[src/rtl/centipede.sv]
// centipede: 384x262 video timing, test patterns, trackball cursor, status LEDs and a tone generator.
// Define CENTIPEDE_AUDIO_EN to build the tone generator; otherwise audio_o is fixed at silence.
module centipede (
  input  logic       clk_12mhz,
  input  logic       reset,
  input  logic [9:0] playerinput_i,
  input  logic [7:0] trakball_i,
  input  logic [7:0] joystick_i,
  input  logic [7:0] sw1_i,
  input  logic [7:0] sw2_i,
  output logic [3:0] led_o,
  output logic [8:0] rgb_o,
  output logic       sync_o,
  output logic       hsync_o,
  output logic       vsync_o,
  output logic       hblank_o,
  output logic       vblank_o,
  output logic [7:0] audio_o,
  output logic       clk_6mhz_o
);

  localparam logic [8:0] H_LAST      = 9'd383;
  localparam logic [8:0] H_ACTIVE    = 9'd256;
  localparam logic [8:0] H_SYNC_LO   = 9'd288;
  localparam logic [8:0] H_SYNC_HI   = 9'd319;
  localparam logic [8:0] V_LAST      = 9'd261;
  localparam logic [8:0] V_ACTIVE    = 9'd240;
  localparam logic [8:0] V_SYNC_LO   = 9'd244;
  localparam logic [8:0] V_SYNC_HI   = 9'd247;
  localparam logic [8:0] V_FRAME_EVT = 9'd239;

  logic       clk6_q, clk6_d;
  logic [8:0] h_q, h_d, v_q, v_d;
  logic [8:0] rgb_q, rgb_d;
  logic       hsync_q, hsync_d, vsync_q, vsync_d;
  logic       hblank_q, hblank_d, vblank_q, vblank_d, sync_q, sync_d;
  logic [3:0] led_q, led_d;
  logic [7:0] cur_x_q, cur_x_d, cur_y_q, cur_y_d;

  logic              pix_en, h_last, v_last, frame_evt, visible;
  logic              right, left, down, up, fire_now;
  logic signed [4:0] dx, dy;
  logic signed [9:0] y_sum, y_wrap;
  logic [9:0]        hx, vy, cx_ext, cy_ext;
  logic              in_cursor;
  logic [2:0]        bar_idx;
  logic [8:0]        bar_rgb, grid_rgb, pix_rgb;

  assign pix_en    = clk6_q;
  assign h_last    = (h_q == H_LAST);
  assign v_last    = (v_q == V_LAST);
  assign frame_evt = pix_en && h_last && (v_q == V_FRAME_EVT);
  assign visible   = (h_q < H_ACTIVE) && (v_q < V_ACTIVE);

  assign right    = ~joystick_i[4];
  assign left     = ~joystick_i[5];
  assign down     = ~joystick_i[6];
  assign up       = ~joystick_i[7];
  assign fire_now = ~playerinput_i[0] | ~playerinput_i[1];

  // Trackball nibble is two's complement; opposing joystick directions cancel.
  assign dx     = $signed({trakball_i[3], trakball_i[3:0]}) + $signed({4'd0, right})
                - $signed({4'd0, left});
  assign dy     = $signed({trakball_i[7], trakball_i[7:4]}) + $signed({4'd0, down})
                - $signed({4'd0, up});
  assign y_sum  = $signed({2'b00, cur_y_q}) + 10'(dy);
  assign y_wrap = (y_sum < 10'sd0)    ? y_sum + 10'sd240 :
                  (y_sum >= 10'sd240) ? y_sum - 10'sd240 : y_sum;

  // Square is clipped at the right/bottom edge rather than wrapping.
  assign hx        = {1'b0, h_q};
  assign vy        = {1'b0, v_q};
  assign cx_ext    = {2'b00, cur_x_q};
  assign cy_ext    = {2'b00, cur_y_q};
  assign in_cursor = (hx >= cx_ext) && (hx < cx_ext + 10'd8) &&
                     (vy >= cy_ext) && (vy < cy_ext + 10'd8);

  assign bar_idx  = h_q[7:5];
  assign bar_rgb  = {{3{bar_idx[2]}}, {3{bar_idx[1]}}, {3{bar_idx[0]}}};
  assign grid_rgb = ((h_q[2:0] == 3'd0) || (v_q[2:0] == 3'd0)) ? 9'h1FF : 9'h000;
  assign pix_rgb  = !visible                  ? 9'h000 :
                    (sw1_i[6] && in_cursor)   ? 9'h1FF :
                    sw1_i[0]                  ? bar_rgb : grid_rgb;

  always_comb begin
    // NOTE: every _d starts from its _q so no branch leaves a value unassigned (no latches).
    clk6_d   = ~clk6_q;
    h_d      = h_q;
    v_d      = v_q;
    rgb_d    = rgb_q;
    hsync_d  = hsync_q;
    vsync_d  = vsync_q;
    hblank_d = hblank_q;
    vblank_d = vblank_q;
    sync_d   = sync_q;
    led_d    = led_q;
    cur_x_d  = cur_x_q;
    cur_y_d  = cur_y_q;
    if (pix_en) begin
      h_d = h_last ? 9'd0 : h_q + 9'd1;
      if (h_last) v_d = v_last ? 9'd0 : v_q + 9'd1;
      rgb_d    = pix_rgb;
      hblank_d = (h_q >= H_ACTIVE);
      hsync_d  = (h_q >= H_SYNC_LO) && (h_q <= H_SYNC_HI);
      vblank_d = (v_q >= V_ACTIVE);
      vsync_d  = (v_q >= V_SYNC_LO) && (v_q <= V_SYNC_HI);
      sync_d   = ~(hsync_d | vsync_d);
      if (frame_evt) begin
        cur_x_d = cur_x_q + 8'(dx);
        cur_y_d = 8'(y_wrap);
        led_d   = {~led_q[3], fire_now, ~playerinput_i[3], ~playerinput_i[2]};
      end
    end
  end

  always_ff @(posedge clk_12mhz or negedge reset) begin
    // NOTE: non-blocking assignments so every flop samples the pre-edge state.
    if (!reset) begin
      clk6_q   <= 1'b0;
      h_q      <= 9'd0;
      v_q      <= 9'd0;
      rgb_q    <= 9'd0;
      hsync_q  <= 1'b0;
      vsync_q  <= 1'b0;
      hblank_q <= 1'b0;
      vblank_q <= 1'b0;
      sync_q   <= 1'b1;
      led_q    <= 4'd0;
      cur_x_q  <= 8'd128;
      cur_y_q  <= 8'd120;
    end else begin
      clk6_q   <= clk6_d;
      h_q      <= h_d;
      v_q      <= v_d;
      rgb_q    <= rgb_d;
      hsync_q  <= hsync_d;
      vsync_q  <= vsync_d;
      hblank_q <= hblank_d;
      vblank_q <= vblank_d;
      sync_q   <= sync_d;
      led_q    <= led_d;
      cur_x_q  <= cur_x_d;
      cur_y_q  <= cur_y_d;
    end
  end

`ifdef CENTIPEDE_AUDIO_EN
  logic        fire_q, fire_d, tone_hi_q, tone_hi_d;
  logic [13:0] tone_cnt_q, tone_cnt_d, tone_last;

  // Half period of (sw2_i+1)*64 pixel enables.
  assign tone_last = {sw2_i, 6'h3F};

  always_comb begin
    fire_d     = fire_q;
    tone_cnt_d = tone_cnt_q;
    tone_hi_d  = tone_hi_q;
    if (pix_en) begin
      if (frame_evt) fire_d = fire_now;
      if (!fire_q) begin
        tone_cnt_d = 14'd0;
        tone_hi_d  = 1'b1;
      end else if (tone_cnt_q == tone_last) begin
        tone_cnt_d = 14'd0;
        tone_hi_d  = ~tone_hi_q;
      end else begin
        tone_cnt_d = tone_cnt_q + 14'd1;
      end
    end
  end

  always_ff @(posedge clk_12mhz or negedge reset) begin
    if (!reset) begin
      fire_q     <= 1'b0;
      tone_cnt_q <= 14'd0;
      tone_hi_q  <= 1'b1;
    end else begin
      fire_q     <= fire_d;
      tone_cnt_q <= tone_cnt_d;
      tone_hi_q  <= tone_hi_d;
    end
  end

  assign audio_o = !fire_q ? 8'h80 : (tone_hi_q ? 8'hC0 : 8'h40);

  logic unused_inputs;
  assign unused_inputs = ^{playerinput_i[9:4], joystick_i[3:0], sw1_i[7], sw1_i[5:1]};
`else
  assign audio_o = 8'h80;

  logic unused_inputs;
  assign unused_inputs = ^{playerinput_i[9:4], joystick_i[3:0], sw1_i[7], sw1_i[5:1], sw2_i};
`endif

  assign clk_6mhz_o = clk6_q;
  assign rgb_o      = rgb_q;
  assign hsync_o    = hsync_q;
  assign vsync_o    = vsync_q;
  assign hblank_o   = hblank_q;
  assign vblank_o   = vblank_q;
  assign sync_o     = sync_q;
  assign led_o      = led_q;

endmodule

[config.mk]
export PLATFORM = sky130hd
export DESIGN_NAME = centipede
export DESIGN_NICKNAME = d
export VERILOG_FILES = /design/src/rtl/centipede.sv
export SDC_FILE = /design/constraint.sdc
export NUM_CORES = 1
export LEC_CHECK = 0
export CELL_PAD_IN_SITES_DETAIL_PLACEMENT = 0
export CELL_PAD_IN_SITES_GLOBAL_PLACEMENT = 1
export CORE_UTILIZATION = 35
export CTS_BUF_LIST = sky130_fd_sc_hd__clkbuf_4
export DETAILED_ROUTE_END_ITERATION = 12
export MAX_ROUTING_LAYER = met4
export PLACE_DENSITY_LB_ADDON = 0.1
export SYNTH_ARGS = -nofsm -noshare
export SYNTH_HDL_FRONTEND = slang
export SYNTH_SLANG_ARGS = --single-unit
[constraint.sdc]
create_clock -name clk_12mhz -period 2.9 [get_ports clk_12mhz]
set_input_delay 0.58 -clock clk_12mhz [delete_from_list [all_inputs] [get_ports clk_12mhz]]
set_output_delay 0.58 -clock clk_12mhz [all_outputs]
set_load 0.02 [all_outputs]
==> flow_summary.ini <==
[outcome]
status = finished clean

[routing]
drc_errors = 0
routed_via_density = 4.83
wire_per_inst_um = 13.1
ant_nets = 0
drtIter0Drc = 101
drtPass1Iterations = 4
drt_wl_total_um = 8980
num_vias = 3313

[layout]
fillCellCount = 1146
drive_gt1_share_pct = 19.4
final_common_cell = ha_1
fin_util_pct = 44.8
final_cell_mix = ha_1, inv_1, buf_4
area_delta_synth_final_pct = 24.6
final_net_count = 654

[critical_path]
arrival_ns = 3.20
r2r-start = cur_y_q[0]$_DFFE_PN0P_
worst_setup_path_start_kind = primary input
worst_setup_path_end_kind = flop
cp_data_required_time_ns = 3.20
reg2reg_to = cur_y_q[4]$_DFFE_PN1P_
rrSetupSlack_ns = 0.01
crit_start = joystick_i[7]
rr_worst_depth = 13
worstSetupPathType = in -> reg
critPathMaxFanout = 4

[power_and_ir_drop]
ir_drop_mv = 0.185
p_total_mw = 1.75
p_sw_share_pct = 34.3
leakagePower_nw = 2.50
pwr-share-comb_pct = 41.6
p_int_mw = 1.15
pwr-share-seq_pct = 38.5
p_per_area_nw_per_um2 = 341
clockPowerShare_pct = 20.0
switching_power_mw = 0.602

[place]
hpwlAfterDp_um = 7210
place_congestion = 0.779
io_buffer_count = 38

[yosys]
ys_types = 60
ys_seq_area_share_pct = 28.7
synth_top_area_cell = dfrtp_1
async_flop_share_pct = 100
synthesis.instances = 463
synth.area.top_cells = dfrtp_1, ha_1, inv_1
synth_top_cell_area_share_pct = 24.9
synth_enable_flop_cells = 0
ys_seq_elements = 47
synth-main-ff-cell = dfrtp_1
syn_avg_cell_area_um2 = 8.92
netlist_area_um2 = 4130
synth_warnings = 0

[hold_path]
hold_path_class = in -> async

[sta]
period_needed_ns = 2.90
max_freq_mhz = 345
max-slew-margin-rel_pct = 45.9
setup_viol = 0
slew_viol_final = 0
period_share_pct = 100
grt_setup_unrepaired = yes
finalHoldViolations = 0
setup-tns-final_ns = 0
skew_ns = 0.0221
worstMarginPinSlew_ns = 0.805

[global_routing]
grt_pass1_wl_um = 15800
antenna_found_initial = 1
track_usage_pct = 16.0
overflow = 0
grt_max_degree = 27
grt_pass1_vias = 3391

[cts]
cts_root_buf = clkbuf_4
hold_buffers = 0
clock_path_buffers = 2
cts_tree = built
cts_made_buffers = 5
h-tree-depth = 2
cts.sinks = 47
clkTransAtPathRegs_ns = 0.17
insertion_delay_ns = 0.38

[floorplanning]
die_x_um = 111
start_util_pct = 36.0
die_h_um = 111
row_count = 39
io_pins = 71
dieArea_um2 = 12200
coreArea_um2 = 11500

[flow_run]
cap_violations = 0
-- state kept, by name, indices dropped and copies added, names as in the netlist --
register	count
h_q	9
v_q	9
cur_x_q	8
cur_y_q	8
led_o	4
rgb_o	3
clk_6mhz_o	1
hblank_o	1
hsync_o	1
sync_o	1
vblank_o	1
vsync_o	1
-- repair_timing --
action,CTS,global route
cloned,0,0
endpoints found under the setup margin,8,6
pin swaps,13,8
resized for setup,14,10
endpoints found under the hold margin,0,0
buffers inserted,7,1
-- layout make-up --
class	count	area, um2	area share (%)
multi-input cells	338	2710	52.6
flip-flops and latches	47	1180	23.0
repair buffers	87	768	14.9
inverters	62	240	4.67
well taps	143	179	3.48
clock buffers	5	37.5	0.730
clock inverters	3	25.0	0.487
diodes	1	2.50	0.0487
-- critical path, cell delays in order --
cell	delay, ns
dlygate4sd2_1	0.19
inv_1	0.06
ha_4	0.26
inv_2	0.03
fa_2	0.37
fa_2	0.38
a211oi_4	0.30
nor2_2	0.08
xnor2_2	0.16
ha_2	0.22
buf_4	0.14
a311oi_2	0.21
xnor2_1	0.15
o21ai_1	0.07
-- power by group through the flow --
stage / logic [mW] / registers (mW) / clock network (mW)
floorplan: 0.449 / 0.689 / 0
global route: 0.810 / 0.677 / 0.398
global placement: 0.683 / 0.687 / 0
detailed placement: 0.690 / 0.687 / 0
CTS: 0.731 / 0.675 / 0.373
finish: 0.728 / 0.674 / 0.350
-- synth_stat cells, drive strengths merged, types with 2 or more instances --
| cell | number |
|---|---|
| buf | 20 |
| a21o | 16 |
| and3 | 2 |
| o21ai | 34 |
| dfrtp | 41 |
| ha | 64 |
| nand3b | 2 |
| nor2 | 26 |
| a21oi | 23 |
| fa | 5 |
| nand3 | 19 |
| inv | 61 |
| mux2i | 2 |
| or3 | 2 |
| xor2 | 9 |
| nor2b | 5 |
| o31ai | 3 |
| nand2b | 5 |
| o221ai | 2 |
| nor3 | 7 |
| o211ai | 3 |
| a31oi | 9 |
| mux2 | 4 |
| nor4 | 6 |
| nand2 | 30 |
| o21bai | 3 |
| conb | 2 |
| nand4 | 6 |
| dfstp | 6 |
| o21a | 3 |
| xnor2 | 22 |
| clkbuf | 2 |
| a211oi | 4 |
-- cells by family (layout without fill, tap and decap cells) --
logic type,after synthesis,in the layout,synth area share (%)
buffers and inverters,84,157,9.21
AO/OA/AOI/OAI,107,107,17.4
flip-flops,47,47,28.7
adder cells (fa/ha/maj),69,69,21.8
multiplexers,6,6,1.58
AND/OR/NAND/NOR,117,117,14.4
other,2,9,0.182
XOR/XNOR,31,31,6.76
-- per-layer routing --
metal  global-route usage (%)  vias up  routed length [um]  share of wire, %
met5                        -        -                   0                 0
met4                     3.20        0                  48              0.53
met3                     1.81        2                 140               1.6
met2                     28.2       21                4470                50
met1                     19.8     1560                4320                48
li1                         -     1730                   -                 -
-- through the flow --
step | instances | setup slack, ns | cell area, um2 | hold WS (ns)
after global routing | 686 | -0.192 | 5140 | 0.186
after floorplan | 469 | -0.0913 | 4230 | 0.284
after CTS | 684 | -0.0253 | 5120 | 0.171
after detailed placement | 669 | -0.758 | 4970 | 0.472
final | 686 | 0.00104 | 5140 | 0.157
after global placement | 669 | -0.734 | 4970 | 0.463
-- worst max path at each step --
stage | end | slack, ns | depth (start not counted)
floorplan | cur_x_q[7]$_DFFE_PN1P_ | -0.09 | 13
global placement | cur_x_q[7]$_DFFE_PN1P_ | -0.73 | 14
detailed placement | cur_x_q[7]$_DFFE_PN1P_ | -0.76 | 14
CTS | cur_y_q[4]$_DFFE_PN1P_ | -0.03 | 13
global route | cur_y_q[5]$_DFFE_PN1P_ | -0.19 | 12
finish | cur_y_q[4]$_DFFE_PN1P_ | 0.001 | 14
Note: power is estimated with default switching activity, not from simulation.
